==> config.mk <==
export PLATFORM = sky130hd
export DESIGN_NAME = l2_bank_port_arbiter_flat
export DESIGN_NICKNAME = d
export VERILOG_FILES = /design/src/rtl/l2_bank_port_arbiter_pkg.sv /design/src/rtl/l2_bank_port_arbiter_if.sv /design/src/rtl/l2_bank_port_arbiter_rr_arb.sv /design/src/rtl/l2_bank_port_arbiter.sv /design/src/flat_wrapper.sv
export SDC_FILE = /design/constraint.sdc
export NUM_CORES = 1
export LEC_CHECK = 0
export ABC_AREA = 1
export BUFFER_PORTS_ARGS = -buffer_cell sky130_fd_sc_hd__buf_2
export CELL_PAD_IN_SITES_DETAIL_PLACEMENT = 1
export CELL_PAD_IN_SITES_GLOBAL_PLACEMENT = 2
export CORE_MARGIN = 2
export CORE_UTILIZATION = 19
export CTS_CLUSTER_SIZE = 14
export DETAILED_ROUTE_END_ITERATION = 8
export PLACE_DENSITY = 0.77
export SKIP_LAST_GASP = 1
export SLEW_MARGIN = 15
export SYNTH_ARGS = -nofsm -noshare
export SYNTH_HDL_FRONTEND = slang
export SYNTH_HIERARCHICAL = 1
export SYNTH_SLANG_ARGS = --single-unit
export TNS_END_PERCENT = 50
==> constraint.sdc <==
create_clock -name clk_i -period 2.6 [get_ports clk_i]
set_input_delay 0.13 -clock clk_i [delete_from_list [all_inputs] [get_ports clk_i]]
set_output_delay 0.13 -clock clk_i [all_outputs]
set_load 0.005 [all_outputs]
==> src/rtl/l2_bank_port_arbiter_pkg.sv <==
`default_nettype none
// ============================================================================
// Module   : l2_arb_pkg
// Purpose  : Shared constants, state encoding and helpers for the L2 bank
//            port arbiter.
// Revision : 1.0 - initial release
// ============================================================================
package l2_arb_pkg;

  // Default bank data width and the matching byte-enable width
  localparam int c_DATA_W_DEF = 32;
  localparam int c_BE_W       = c_DATA_W_DEF / 8;

  // Sequencer states
  typedef logic [1:0] arb_state_t;
  localparam arb_state_t c_ST_IDLE  = 2'd0;
  localparam arb_state_t c_ST_CLEAR = 2'd1;
  localparam arb_state_t c_ST_DONE  = 2'd2;

  // One-hot (up to 8 ports) to binary index; all-zero input maps to 0
  function automatic logic [2:0] onehot_to_idx(input logic [7:0] oh);
    logic [2:0] r;
    r = '0;
    for (int i = 0; i < 8; i++) begin
      if (oh[i]) r = 3'(i);
    end
    return r;
  endfunction

endpackage
`default_nettype wire

==> src/rtl/l2_bank_port_arbiter_if.sv <==
`default_nettype none
// ============================================================================
// Module   : l2_bank_port_arbiter_if
// Purpose  : Requester-side bus of the L2 bank arbiter. Signal names keep the
//            arbiter's point of view (_i into the arbiter, _o out of it).
// Revision : 1.0 - initial release
// ============================================================================
interface l2_bank_port_arbiter_if #(
  parameter int N_PORTS = 4,
  parameter int ADDR_W  = 15,
  parameter int DATA_W  = 32
);
  logic [N_PORTS-1:0]          req_i;
  logic [N_PORTS-1:0]          we_i;
  logic [N_PORTS*DATA_W/8-1:0] be_i;
  logic [N_PORTS*ADDR_W-1:0]   addr_i;
  logic [N_PORTS*DATA_W-1:0]   wdata_i;
  logic [N_PORTS-1:0]          gnt_o;
  logic [N_PORTS-1:0]          rvalid_o;
  logic [DATA_W-1:0]           rdata_o;

  // Requesters drive the request side and observe grants/responses
  modport master (
    output req_i, we_i, be_i, addr_i, wdata_i,
    input  gnt_o, rvalid_o, rdata_o
  );

  // The arbiter consumes requests and produces grants/responses
  modport slave (
    input  req_i, we_i, be_i, addr_i, wdata_i,
    output gnt_o, rvalid_o, rdata_o
  );
endinterface
`default_nettype wire

==> src/rtl/l2_bank_port_arbiter_rr_arb.sv <==
`default_nettype none
// ============================================================================
// Module   : l2_rr_arb
// Purpose  : Combinational round-robin arbiter. Grants the first requester at
//            or after the pointer, wrapping cyclically.
// Revision : 1.0 - initial release
// ============================================================================
module l2_rr_arb
  import l2_arb_pkg::*;
#(
  parameter int N_PORTS = 4,
  parameter int IDX_W   = (N_PORTS > 1) ? $clog2(N_PORTS) : 1
) (
  input  wire logic [N_PORTS-1:0] i_req,
  input  wire logic [IDX_W-1:0]   i_ptr,
  input  wire logic               i_en,
  output logic      [N_PORTS-1:0] o_gnt,
  output logic      [IDX_W-1:0]   o_idx,
  output logic                    o_valid
);

  logic [N_PORTS-1:0] w_gnt;
  logic               w_found;
  logic [7:0]         w_oh;
  logic [2:0]         w_idx3;
  int                 w_j;

  // Scan ports starting at the pointer; the first requester wins
  always_comb begin
    w_gnt   = '0;
    w_found = 1'b0;
    w_j     = 0;
    for (int i = 0; i < N_PORTS; i++) begin
      w_j = int'(i_ptr) + i;
      if (w_j >= N_PORTS) w_j = w_j - N_PORTS;
      if (i_en && !w_found && i_req[w_j]) begin
        w_gnt[w_j] = 1'b1;
        w_found    = 1'b1;
      end
    end
  end

  // Convert the one-hot grant to an index for the data muxes
  always_comb begin
    w_oh                = '0;
    w_oh[N_PORTS-1:0]   = w_gnt;
    w_idx3              = onehot_to_idx(w_oh);
  end

  assign o_gnt   = w_gnt;
  assign o_idx   = w_idx3[IDX_W-1:0];
  assign o_valid = w_found;

endmodule
`default_nettype wire

==> src/rtl/l2_bank_port_arbiter.sv <==
`default_nettype none
// ============================================================================
// Module   : l2_bank_port_arbiter
// Purpose  : Round-robin sharing of one single-port L2 SRAM bank between
//            N_PORTS requesters, with a zero-fill init sweep sequencer.
// Revision : 1.0 - initial release
// ============================================================================
module l2_bank_port_arbiter
  import l2_arb_pkg::*;
#(
  parameter int N_PORTS   = 4,
  parameter int ADDR_W    = 15,
  parameter int DATA_W    = 32,
  parameter int MEM_WORDS = 28672
) (
  input  wire logic                clk_i,
  input  wire logic                rst_i,
  input  wire logic                init_req_i,
  output logic                     init_busy_o,
  output logic                     init_done_o,
  l2_bank_port_arbiter_if.slave    bus,
  output logic                     mem_cen_o,
  output logic                     mem_wen_o,
  output logic [DATA_W/8-1:0]      mem_ben_o,
  output logic [ADDR_W-1:0]        mem_a_o,
  output logic [DATA_W-1:0]        mem_d_o,
  input  wire logic [DATA_W-1:0]   mem_q_i
);

  localparam int                c_BYTES = DATA_W / 8;
  localparam int                c_IDX_W = (N_PORTS > 1) ? $clog2(N_PORTS) : 1;
  localparam logic [ADDR_W-1:0] c_LAST  = ADDR_W'(MEM_WORDS - 1);
  localparam logic [c_IDX_W-1:0] c_PMAX = c_IDX_W'(N_PORTS - 1);

  arb_state_t          r_state;
  logic [ADDR_W-1:0]   r_cnt;
  logic [c_IDX_W-1:0]  r_ptr;
  logic [N_PORTS-1:0]  r_rvalid;
  logic                r_wen;
  logic [c_BYTES-1:0]  r_ben;
  logic [ADDR_W-1:0]   r_a;
  logic [DATA_W-1:0]   r_d;

  logic [N_PORTS-1:0]  w_gnt;
  logic [c_IDX_W-1:0]  w_idx;
  logic                w_gnt_any;
  logic                w_cen;
  logic                w_wen;
  logic [c_BYTES-1:0]  w_ben;
  logic [ADDR_W-1:0]   w_a;
  logic [DATA_W-1:0]   w_d;

  l2_rr_arb #(
    .N_PORTS (N_PORTS),
    .IDX_W   (c_IDX_W)
  ) u_rr_arb (
    .i_req   (bus.req_i),
    .i_ptr   (r_ptr),
    .i_en    (r_state == c_ST_IDLE),
    .o_gnt   (w_gnt),
    .o_idx   (w_idx),
    .o_valid (w_gnt_any)
  );

  // Bank command mux: granted port, sweep write, or hold last values when idle
  always_comb begin
    w_cen = 1'b1;
    w_wen = r_wen;
    w_ben = r_ben;
    w_a   = r_a;
    w_d   = r_d;
    case (r_state)
      c_ST_IDLE: begin
        if (w_gnt_any) begin
          w_cen = 1'b0;
          w_wen = ~bus.we_i[w_idx];
          w_ben = ~bus.be_i[int'(w_idx)*c_BYTES +: c_BYTES];
          w_a   = bus.addr_i[int'(w_idx)*ADDR_W +: ADDR_W];
          w_d   = bus.wdata_i[int'(w_idx)*DATA_W +: DATA_W];
        end
      end
      c_ST_CLEAR: begin
        w_cen = 1'b0;
        w_wen = 1'b0;
        w_ben = '0;
        w_a   = r_cnt;
        w_d   = '0;
      end
      default: ;
    endcase
  end

  // Sequencer: idle arbitration, sweep counter and done pulse
  always_ff @(posedge clk_i) begin
    if (rst_i) begin
      r_state <= c_ST_IDLE;
      r_cnt   <= '0;
    end else begin
      case (r_state)
        c_ST_IDLE: begin
          if (init_req_i) r_state <= c_ST_CLEAR;
        end
        c_ST_CLEAR: begin
          r_cnt <= r_cnt + 1'b1;
          if (r_cnt == c_LAST) r_state <= c_ST_DONE;
        end
        c_ST_DONE: begin
          r_cnt   <= '0;
          r_state <= c_ST_IDLE;
        end
        default: begin
          r_cnt   <= '0;
          r_state <= c_ST_IDLE;
        end
      endcase
    end
  end

  // Round-robin pointer moves past the port just granted; responses lag by one
  always_ff @(posedge clk_i) begin
    if (rst_i) begin
      r_ptr    <= '0;
      r_rvalid <= '0;
    end else begin
      r_rvalid <= w_gnt;
      if (w_gnt_any) r_ptr <= (w_idx == c_PMAX) ? '0 : w_idx + 1'b1;
    end
  end

  // Remember the last driven bank command so idle cycles do not toggle pins
  always_ff @(posedge clk_i) begin
    if (rst_i) begin
      r_wen <= 1'b1;
      r_ben <= '1;
      r_a   <= '0;
      r_d   <= '0;
    end else if (!w_cen) begin
      r_wen <= w_wen;
      r_ben <= w_ben;
      r_a   <= w_a;
      r_d   <= w_d;
    end
  end

  assign bus.gnt_o    = w_gnt;
  assign bus.rvalid_o = r_rvalid;
  assign bus.rdata_o  = mem_q_i;
  assign init_busy_o  = (r_state == c_ST_CLEAR);
  assign init_done_o  = (r_state == c_ST_DONE);
  assign mem_cen_o    = w_cen;
  assign mem_wen_o    = w_wen;
  assign mem_ben_o    = w_ben;
  assign mem_a_o      = w_a;
  assign mem_d_o      = w_d;

endmodule
`default_nettype wire

==> src/flat_wrapper.sv <==
// flat-port wrapper written by rule: the top's interface ports become plain ports
module l2_bank_port_arbiter_flat import l2_arb_pkg::*;
#(
  parameter int N_PORTS   = 4,
  parameter int ADDR_W    = 15,
  parameter int DATA_W    = 32,
  parameter int MEM_WORDS = 28672
)
  (clk_i, rst_i, init_req_i, init_busy_o, init_done_o, mem_cen_o, mem_wen_o, mem_ben_o, mem_a_o, mem_d_o, mem_q_i, bus_req_i, bus_we_i, bus_be_i, bus_addr_i, bus_wdata_i, bus_gnt_o, bus_rvalid_o, bus_rdata_o);
  l2_bank_port_arbiter_if #(.N_PORTS(N_PORTS), .ADDR_W(ADDR_W), .DATA_W(DATA_W)) bus_i ();
  input  wire logic clk_i;
  input  wire logic rst_i;
  input  wire logic init_req_i;
  output logic init_busy_o;
  output logic init_done_o;
  output logic mem_cen_o;
  output logic mem_wen_o;
  output logic [DATA_W/8-1:0] mem_ben_o;
  output logic [ADDR_W-1:0] mem_a_o;
  output logic [DATA_W-1:0] mem_d_o;
  input  wire logic [DATA_W-1:0] mem_q_i;
  input wire logic [$bits(bus_i.req_i)-1:0] bus_req_i;
  input wire logic [$bits(bus_i.we_i)-1:0] bus_we_i;
  input wire logic [$bits(bus_i.be_i)-1:0] bus_be_i;
  input wire logic [$bits(bus_i.addr_i)-1:0] bus_addr_i;
  input wire logic [$bits(bus_i.wdata_i)-1:0] bus_wdata_i;
  output wire logic [$bits(bus_i.gnt_o)-1:0] bus_gnt_o;
  output wire logic [$bits(bus_i.rvalid_o)-1:0] bus_rvalid_o;
  output wire logic [$bits(bus_i.rdata_o)-1:0] bus_rdata_o;
  assign bus_i.req_i = bus_req_i;
  assign bus_i.we_i = bus_we_i;
  assign bus_i.be_i = bus_be_i;
  assign bus_i.addr_i = bus_addr_i;
  assign bus_i.wdata_i = bus_wdata_i;
  assign bus_gnt_o = bus_i.gnt_o;
  assign bus_rvalid_o = bus_i.rvalid_o;
  assign bus_rdata_o = bus_i.rdata_o;
  l2_bank_port_arbiter #(.N_PORTS(N_PORTS), .ADDR_W(ADDR_W), .DATA_W(DATA_W), .MEM_WORDS(MEM_WORDS)) u_core (.clk_i(clk_i), .rst_i(rst_i), .init_req_i(init_req_i), .init_busy_o(init_busy_o), .init_done_o(init_done_o), .bus(bus_i), .mem_cen_o(mem_cen_o), .mem_wen_o(mem_wen_o), .mem_ben_o(mem_ben_o), .mem_a_o(mem_a_o), .mem_d_o(mem_d_o), .mem_q_i(mem_q_i));
endmodule
==> results of run 1 <==
==> power by group <==
part | leakage, uW | internal (uW) | switching [uW]
Sequential | 0.000617 | 1450 | 78.4
Combinational | 0.00393 | 6940 | 8210
Clock | 0.000129 | 660 | 590
Total | 0.00468 | 9060 | 8880
==> routing by layer <==
metal	up-vias	wire, um	track usage, %
li1	3548	-	-
met4	0	450	4.234
met3	33	1689	3.435
met1	3392	12210	20.70
met2	207	13700	28.62
met5	-	0	0
==> flip-flops by register name (all words and copies together) (netlist names) <==
register	count
u_core/r_a	15
u_core/r_state	2
u_core/r_wen	1
u_core/r_cnt	15
u_core/r_ben	4
u_core/bus.rvalid_o	4
u_core/r_ptr	2
u_core/r_d	32
==> per-stage QoR <==
step	instances	power [uW]	setup slack, ns	hold WS [ns]	util [%]
after floorplan	926	7947	0.03039	0.2684	-
after CTS	1611	15910	-0.2988	0.002613	28.28
after global routing	1635	19450	-0.5168	0.006714	31.04
after detailed placement	1568	12150	-0.1104	0.2600	25.26
final	1636	17940	-0.3414	0.01799	31.04
after global placement	1568	12030	-0.07380	0.2600	25.26
==> Yosys cell counts (all sizes together) (4+ instances only) <==
library cell	n	area share, %
o211ai	5	0.65
clkbuf	15	0.97
o21ai	47	6.2
nor2	72	5.7
a22oi	15	1.9
inv	110	7.1
nand2	282	19
nand3	180	18
nor3	6	0.52
a21oi	30	2.6
nand4	4	0.43
dfxtp	75	26
buf	71	8.9
ha	9	1.9
==> final cells by class <==
class                      count  area share [%]
inverter                     111           4.701
clock buffer                   9           2.390
timing repair buffer         383           28.95
antenna                        1         0.02656
clock inverter                 7          0.6109
tap                          396           5.259
multi-input combinational    654           42.08
sequential                    75           15.98
==> worst max-delay path: stages (launching register included) <==
cell,delay (ns)
sky130_fd_sc_hd__dfxtp_2,0.35
sky130_fd_sc_hd__inv_2,0.06
sky130_fd_sc_hd__ha_4,0.28
sky130_fd_sc_hd__inv_4,0.05
sky130_fd_sc_hd__nand3_2,0.06
sky130_fd_sc_hd__nand2_2,0.05
sky130_fd_sc_hd__nor2_2,0.11
sky130_fd_sc_hd__buf_4,0.12
sky130_fd_sc_hd__buf_4,0.09
sky130_fd_sc_hd__nand3_1,0.09
sky130_fd_sc_hd__nand2_2,0.10
sky130_fd_sc_hd__nand2_2,0.06
sky130_fd_sc_hd__nand2_4,0.13
sky130_fd_sc_hd__clkinv_8,0.14
sky130_fd_sc_hd__buf_4,0.17
sky130_fd_sc_hd__buf_12,0.14
sky130_fd_sc_hd__nand2_1,0.10
sky130_fd_sc_hd__nand3_2,0.08
sky130_fd_sc_hd__nand3_2,0.09
sky130_fd_sc_hd__nand2_1,0.05
sky130_fd_sc_hd__buf_2,0.14
==> repair_timing <==
item / CTS / global route
pin swaps: 11 / 41
gates resized for setup: 67 / 157
endpoints found under the hold margin: 0 / 0
hold buffers: 0 / 0
setup endpoints to repair: 83 / 105
cloned: 8 / 5
setup buffers: 20 / 22
==> cells by family (layout without fill, tap and decap cells) <==
| group | count (synthesis) | count (layout) | share of synthesized area [%] |
|---|---|---|---|
| AOI/OAI and AO/OA | 99 | 99 | 11.59 |
| xor gates and xnor gates | 1 | 1 | 0.1508 |
| adders and majority gates | 9 | 9 | 1.939 |
| buffers and inverters | 197 | 510 | 17.13 |
| DFF | 75 | 75 | 25.85 |
| other | 0 | 1 | 0 |
| and+or+nand+nor | 545 | 545 | 43.34 |
==> path summary, 6_finish.rpt <==
| kind | startpoint | to | slack, ns | depth (start not counted) |
|---|---|---|---|---|
| worst max-delay path | u_core/r_ptr[0] | mem_a_o[8] | -0.34 | 20 |
| worst min-delay path | init_req_i | u_core/r_state[0] | 0.02 | 3 |
| worst max register to register | u_core/r_ptr[0] | u_core/r_d[29] | -0.14 | 23 |
| worst min register to register | u_core/r_state[0] | u_core/r_state[1] | 0.47 | 2 |
==> results.sh, run 1 <==
export IMPL_status="finished with violations"
export IMPL_failed_checks="setup timing"
export IMPL_fin_crit_ns=2.941
export IMPL_grt_max_degree=55
export IMPL_dr_pass1_iters=4
export IMPL_worst_endpoint_required_ns=2.47
export IMPL_layout_commonest_cell="sky130_fd_sc_hd__buf_2"
export IMPL_drt_vias_per_instance=4.389
export IMPL_initial_core_util_pct=19.14
export IMPL_global_route_usage_over_all_layers_pct=16.51
export IMPL_yosysWarnings=6
export IMPL_power_density_nw_per_um2=1904
export IMPL_timing_hold_worst_class="input pin to flip-flop"
export IMPL_wire_per_inst_um=17.15
export IMPL_number_of_nets_in_the_layout=1490
export IMPL_antenna_violations_before_repair=1
export IMPL_timing_worst_setup_path_type="flip-flop to output port"
export IMPL_clk_insertion_delay_late_ns=0.34
export IMPL_dieWidth_um=178.8
export IMPL_worstMarginPinSlew_ns=0.7449
export IMPL_postSynthAreaPerCell_um2=6.272
export IMPL_number_of_maximum_capacitance_constraint_violations=0
export IMPL_detailroute_via_count=7180
export IMPL_design_die_area_um2=31980
export IMPL_tritoncts_clock_tree="done"
export IMPL_placeableCoreArea_um2=30350
export IMPL_power_ir_vdd_worst_mv=0.6167
export IMPL_seqCellArea_um2=1505
export IMPL_final_min_period_over_clock_period_pct=113.1
export IMPL_tritoncts_num_sinks=75
export IMPL_max_slew_margin_rel_pct=50.34
export IMPL_ys_seq_area_share_pct=25.85
export IMPL_layout_cells_most_common_list="sky130_fd_sc_hd__buf_2 (276), sky130_fd_sc_hd__nand2_1 (208), sky130_fd_sc_hd__nand3_1 (93)"
export IMPL_cts_made_buffers=9
export IMPL_portBuffers=277
export IMPL_start_kind="flip-flop"
export IMPL_synthDistinctLibCells=33
export IMPL_cp_data_arrival_time_ns=2.81
export IMPL_ys_dominant_reg_cell="sky130_fd_sc_hd__dfxtp_1"
export IMPL_cell_area_synth_um2=5808
export IMPL_post_route_worst_setup_slack_ns=-0.3414
export IMPL_area_growth_synth_to_final_pct=62.21
export IMPL_setup_tns_final_ns=-14.43
export IMPL_finalClockSkew_ns=0.01070
export IMPL_async_sr_flop_fraction_pct=0
export IMPL_floorplan_rows=64
export IMPL_synth_cells=926
export IMPL_power_leakage_uw=0.004675
export IMPL_grt_pass1_vias=7455
export IMPL_detailedPlacementHpwl_um=19380
export IMPL_timing_final_max_slew_violations=0
export IMPL_critical_path_endpoint_type="output port"
export IMPL_grt_pass1_wl_um=40630
export IMPL_max_freq_mhz=340.0
export IMPL_n_fill_cell=3823
export IMPL_cts_root_to_sink_buffers=2
export IMPL_dpl_instance_area_um2=7667
export IMPL_rsz0062_at_grt="yes"
export IMPL_htree_num_levels=3
export IMPL_root_buffer="sky130_fd_sc_hd__clkbuf_16"
export IMPL_post_route_cells_drive_above_1_share_pct=53.75
export IMPL_syn_nets=1182
export IMPL_drt_antenna_violating_nets=0
export IMPL_wl_um=28050
export IMPL_fin_area_um2=9422
export IMPL_detail_route_drc_violations=0
export IMPL_number_of_flops_mapped_to_enable_cells_by_yosys=0
export IMPL_drt_initial_drc_count=212
export IMPL_boundaryPins=342
export IMPL_globalRouteOverflowTotal=0
export IMPL_synth_seq_cells=75
export IMPL_place_gp_congestion=0.8143
export IMPL_fp_dieH_um=178.8
export IMPL_worst_setup_hold_path_clk_slew_ns=0.07
export IMPL_cp_max_fo=10
export IMPL_number_of_failing_setup_endpoints_in_the_final_timing_report=61
export IMPL_count_of_final_hold_check_violations=0
export IMPL_area_used_by_multi_input_combinational_logic_um2=3965
No activity file was read; power rests on OpenSTA's default activity.
==> inputs of run 2 (changes only) <==
Settings changed: CELL_PAD_IN_SITES_DETAIL_PLACEMENT 1 to 0, CELL_PAD_IN_SITES_GLOBAL_PLACEMENT 2 to 1, CORE_UTILIZATION 19 to 26, PLACE_DENSITY 0.77 to 0.78.
==> results.sh, run 2 (synthesized netlist as in run 1, its figures left out) <==
export IMPL_setup_tns_final_ns=-14.37
export IMPL_layoutNonFillerInstCount=1473
export IMPL_failed_checks="setup timing"
export IMPL_dpl_instance_area_um2=7317
export IMPL_number_of_failing_setup_endpoints_in_the_final_timing_report=54
export IMPL_status="finished with violations"
export IMPL_clock_power_share_pct=8.0
export IMPL_finalClockSkew_ns=0.006194
export IMPL_worstMarginPinSlew_ns=0.6287
export IMPL_design_die_area_um2=23550
export IMPL_seqPwrFrac_pct=9.9
export IMPL_power_leakage_uw=0.004322
export IMPL_portBuffers=277
export IMPL_placed_cells=1423
export IMPL_detail_route_drc_violations=0
export IMPL_grt_pass1_wl_um=35300
export IMPL_timing_final_max_slew_violations=0
export IMPL_clk_insertion_delay_late_ns=0.35
export IMPL_n_fill_cell=2363
export IMPL_area_growth_synth_to_final_pct=47.63
export IMPL_power_density_nw_per_um2=1813
export IMPL_initial_core_util_pct=26.53
export IMPL_worst_setup_hold_path_clk_slew_ns=0.07
export IMPL_layout_cells_most_common_list="sky130_fd_sc_hd__buf_2 (277), sky130_fd_sc_hd__nand2_1 (248), sky130_fd_sc_hd__nand3_1 (105)"
export IMPL_drt_vias_per_instance=4.786
export IMPL_number_of_nets_in_the_layout=1443
export IMPL_max_freq_mhz=334.2
export IMPL_largest_reg_flops=32
export IMPL_layout_commonest_cell="sky130_fd_sc_hd__buf_2"
export IMPL_tritoncts_num_sinks=75
export IMPL_dpl_worst_slack_ns=-0.1585
export IMPL_netSwitchingFraction_pct=51.02
export IMPL_start_kind="flip-flop"
export IMPL_detailroute_via_count=7050
export IMPL_timing_worst_setup_path_type="flip-flop to output port"
export IMPL_holdWs_ns=0.1104
export IMPL_cts_made_buffers=9
export IMPL_largest_register="u_core/r_d"
export IMPL_drt_initial_drc_count=429
export IMPL_power_ir_vdd_worst_mv=0.7881
export IMPL_grt_max_degree=48
export IMPL_worst_endpoint_required_ns=2.47
export IMPL_dr_pass1_iters=6
export IMPL_number_of_maximum_capacitance_constraint_violations=0
export IMPL_drt_antenna_violating_nets=0
export IMPL_placeableCoreArea_um2=21890
export IMPL_count_of_final_hold_check_violations=0
export IMPL_wl_um=23830
export IMPL_root_buffer="sky130_fd_sc_hd__clkbuf_16"
export IMPL_tritoncts_clock_tree="done"
export IMPL_fin_crit_ns=2.992
export IMPL_reg_largest_list="u_core/r_d x32, u_core/r_a x15, u_core/r_cnt x15"
export IMPL_fp_dieH_um=153.5
export IMPL_timing_hold_worst_class="input pin to flip-flop"
export IMPL_final_min_period_over_clock_period_pct=115.1
export IMPL_rsz0062_at_grt="yes"
export IMPL_floorplan_rows=54
export IMPL_max_slew_margin_rel_pct=58.09
export IMPL_intPower_uw=7613
export IMPL_wire_per_inst_um=16.18
export IMPL_grt_pass1_vias=6862
export IMPL_cp_data_arrival_time_ns=2.86
export IMPL_cp_max_fo=15
export IMPL_boundaryPins=342
export IMPL_critical_path_endpoint_type="output port"
export IMPL_antenna_violations_before_repair=2
export IMPL_global_route_usage_over_all_layers_pct=18.90
export IMPL_share_comb_of_total_power_pct=82.1
export IMPL_place_gp_congestion=0.8541
export IMPL_dieWidth_um=153.5
export IMPL_power_switching_uw=7929
export IMPL_globalRouteOverflowTotal=0
export IMPL_post_route_worst_setup_slack_ns=-0.3923
export IMPL_post_route_cells_drive_above_1_share_pct=47.32
export IMPL_cts_root_to_sink_buffers=2
export IMPL_htree_num_levels=3
export IMPL_detailedPlacementHpwl_um=16040
export IMPL_fin_area_um2=8574
-- run 2: cell count changes in the layout (fill, tap and decap cells not counted), sizes merged --
| cell | change |
|---|---|
| inv | +2 |
| clkinvlp | -2 |
| bufbuf | +2 |
| clkbuf | -1 |
| dlygate4sd3 | +1 |
| buf | -49 |
-- run 2: timing repair --
| action | in CTS | in global routing |
|---|---|---|
| endpoints found under the setup margin | 83 | 85 |
| resized for setup | 43 | 81 |
| buffers inserted | 13 | 10 |
| hold buffers | 1 | 0 |
| hold endpoints to repair | 1 | 0 |
| pin swaps | 9 | 24 |
| gates cloned | 8 | 4 |
-- run 2: through the flow --
| stage | power (uW) | util [%] |
|---|---|---|
| final | 15540 | 39.17 |
| after global routing | 16760 | 39.17 |
| after CTS | 14470 | 37.27 |
| after detailed placement | 11070 | 33.42 |
| after global placement | 11050 | 33.42 |
| after floorplan | 7947 | - |
-- run 2: layout make-up --
class | instances | area, um2 | share of cell area [%]
diodes | 1 | 2.502 | 0.02918
clock buffers | 9 | 225.2 | 2.627
clock inverters | 7 | 65.06 | 0.7588
inverters | 111 | 445.4 | 5.195
multi-input cells | 654 | 3735 | 43.56
flip-flops and latches | 75 | 1505 | 17.55
well taps | 280 | 350.3 | 4.086
repair buffers | 336 | 2246 | 26.19
-- run 2: power groups by stage --
stage / sequential, uW / combinational, uW / clock [uW]
floorplan: 1550 / 6390 / 0
global placement: 1540 / 9510 / 0
detailed placement: 1550 / 9510 / 0
CTS: 1530 / 11600 / 1300
global route: 1560 / 13900 / 1350
finish: 1530 / 12800 / 1240
-- run 2: metal layers --
metal	routed length (um)	GRT usage, %	part of all wire, %
met1	9861	22.42	41
met3	1760	4.423	7.4
met4	1014	8.038	4.3
met5	13	0	0.055
met2	11180	32.67	47
-- run 2: final timing paths --
| check | slack [ns] | startpoint | end | cells past startpoint |
|---|---|---|---|---|
| setup reg to reg | -0.32 | u_core/r_ptr[1] | u_core/r_d[25] | 22 |
| setup / recovery | -0.39 | u_core/r_ptr[1] | mem_d_o[25] | 17 |
| hold reg to reg | 0.47 | u_core/r_state[0] | u_core/r_state[1] | 2 |
| hold / removal | 0.11 | rst_i | u_core/r_a[0] | 2 |
-- run 2: critical path, cell delays in order (launching register included) --
cell	delay, ns
sky130_fd_sc_hd__dfxtp_2	0.34
sky130_fd_sc_hd__inv_2	0.05
sky130_fd_sc_hd__ha_4	0.28
sky130_fd_sc_hd__inv_4	0.05
sky130_fd_sc_hd__nand3_2	0.07
sky130_fd_sc_hd__nand3_2	0.10
sky130_fd_sc_hd__nand4_1	0.20
sky130_fd_sc_hd__nor2_1	0.08
sky130_fd_sc_hd__nor2_2	0.18
sky130_fd_sc_hd__nand2_2	0.12
sky130_fd_sc_hd__nand2_8	0.15
sky130_fd_sc_hd__buf_4	0.17
sky130_fd_sc_hd__buf_16	0.15
sky130_fd_sc_hd__nand2_1	0.07
sky130_fd_sc_hd__nand3_1	0.11
sky130_fd_sc_hd__nand3_1	0.09
sky130_fd_sc_hd__o21ai_1	0.13
sky130_fd_sc_hd__buf_2	0.17
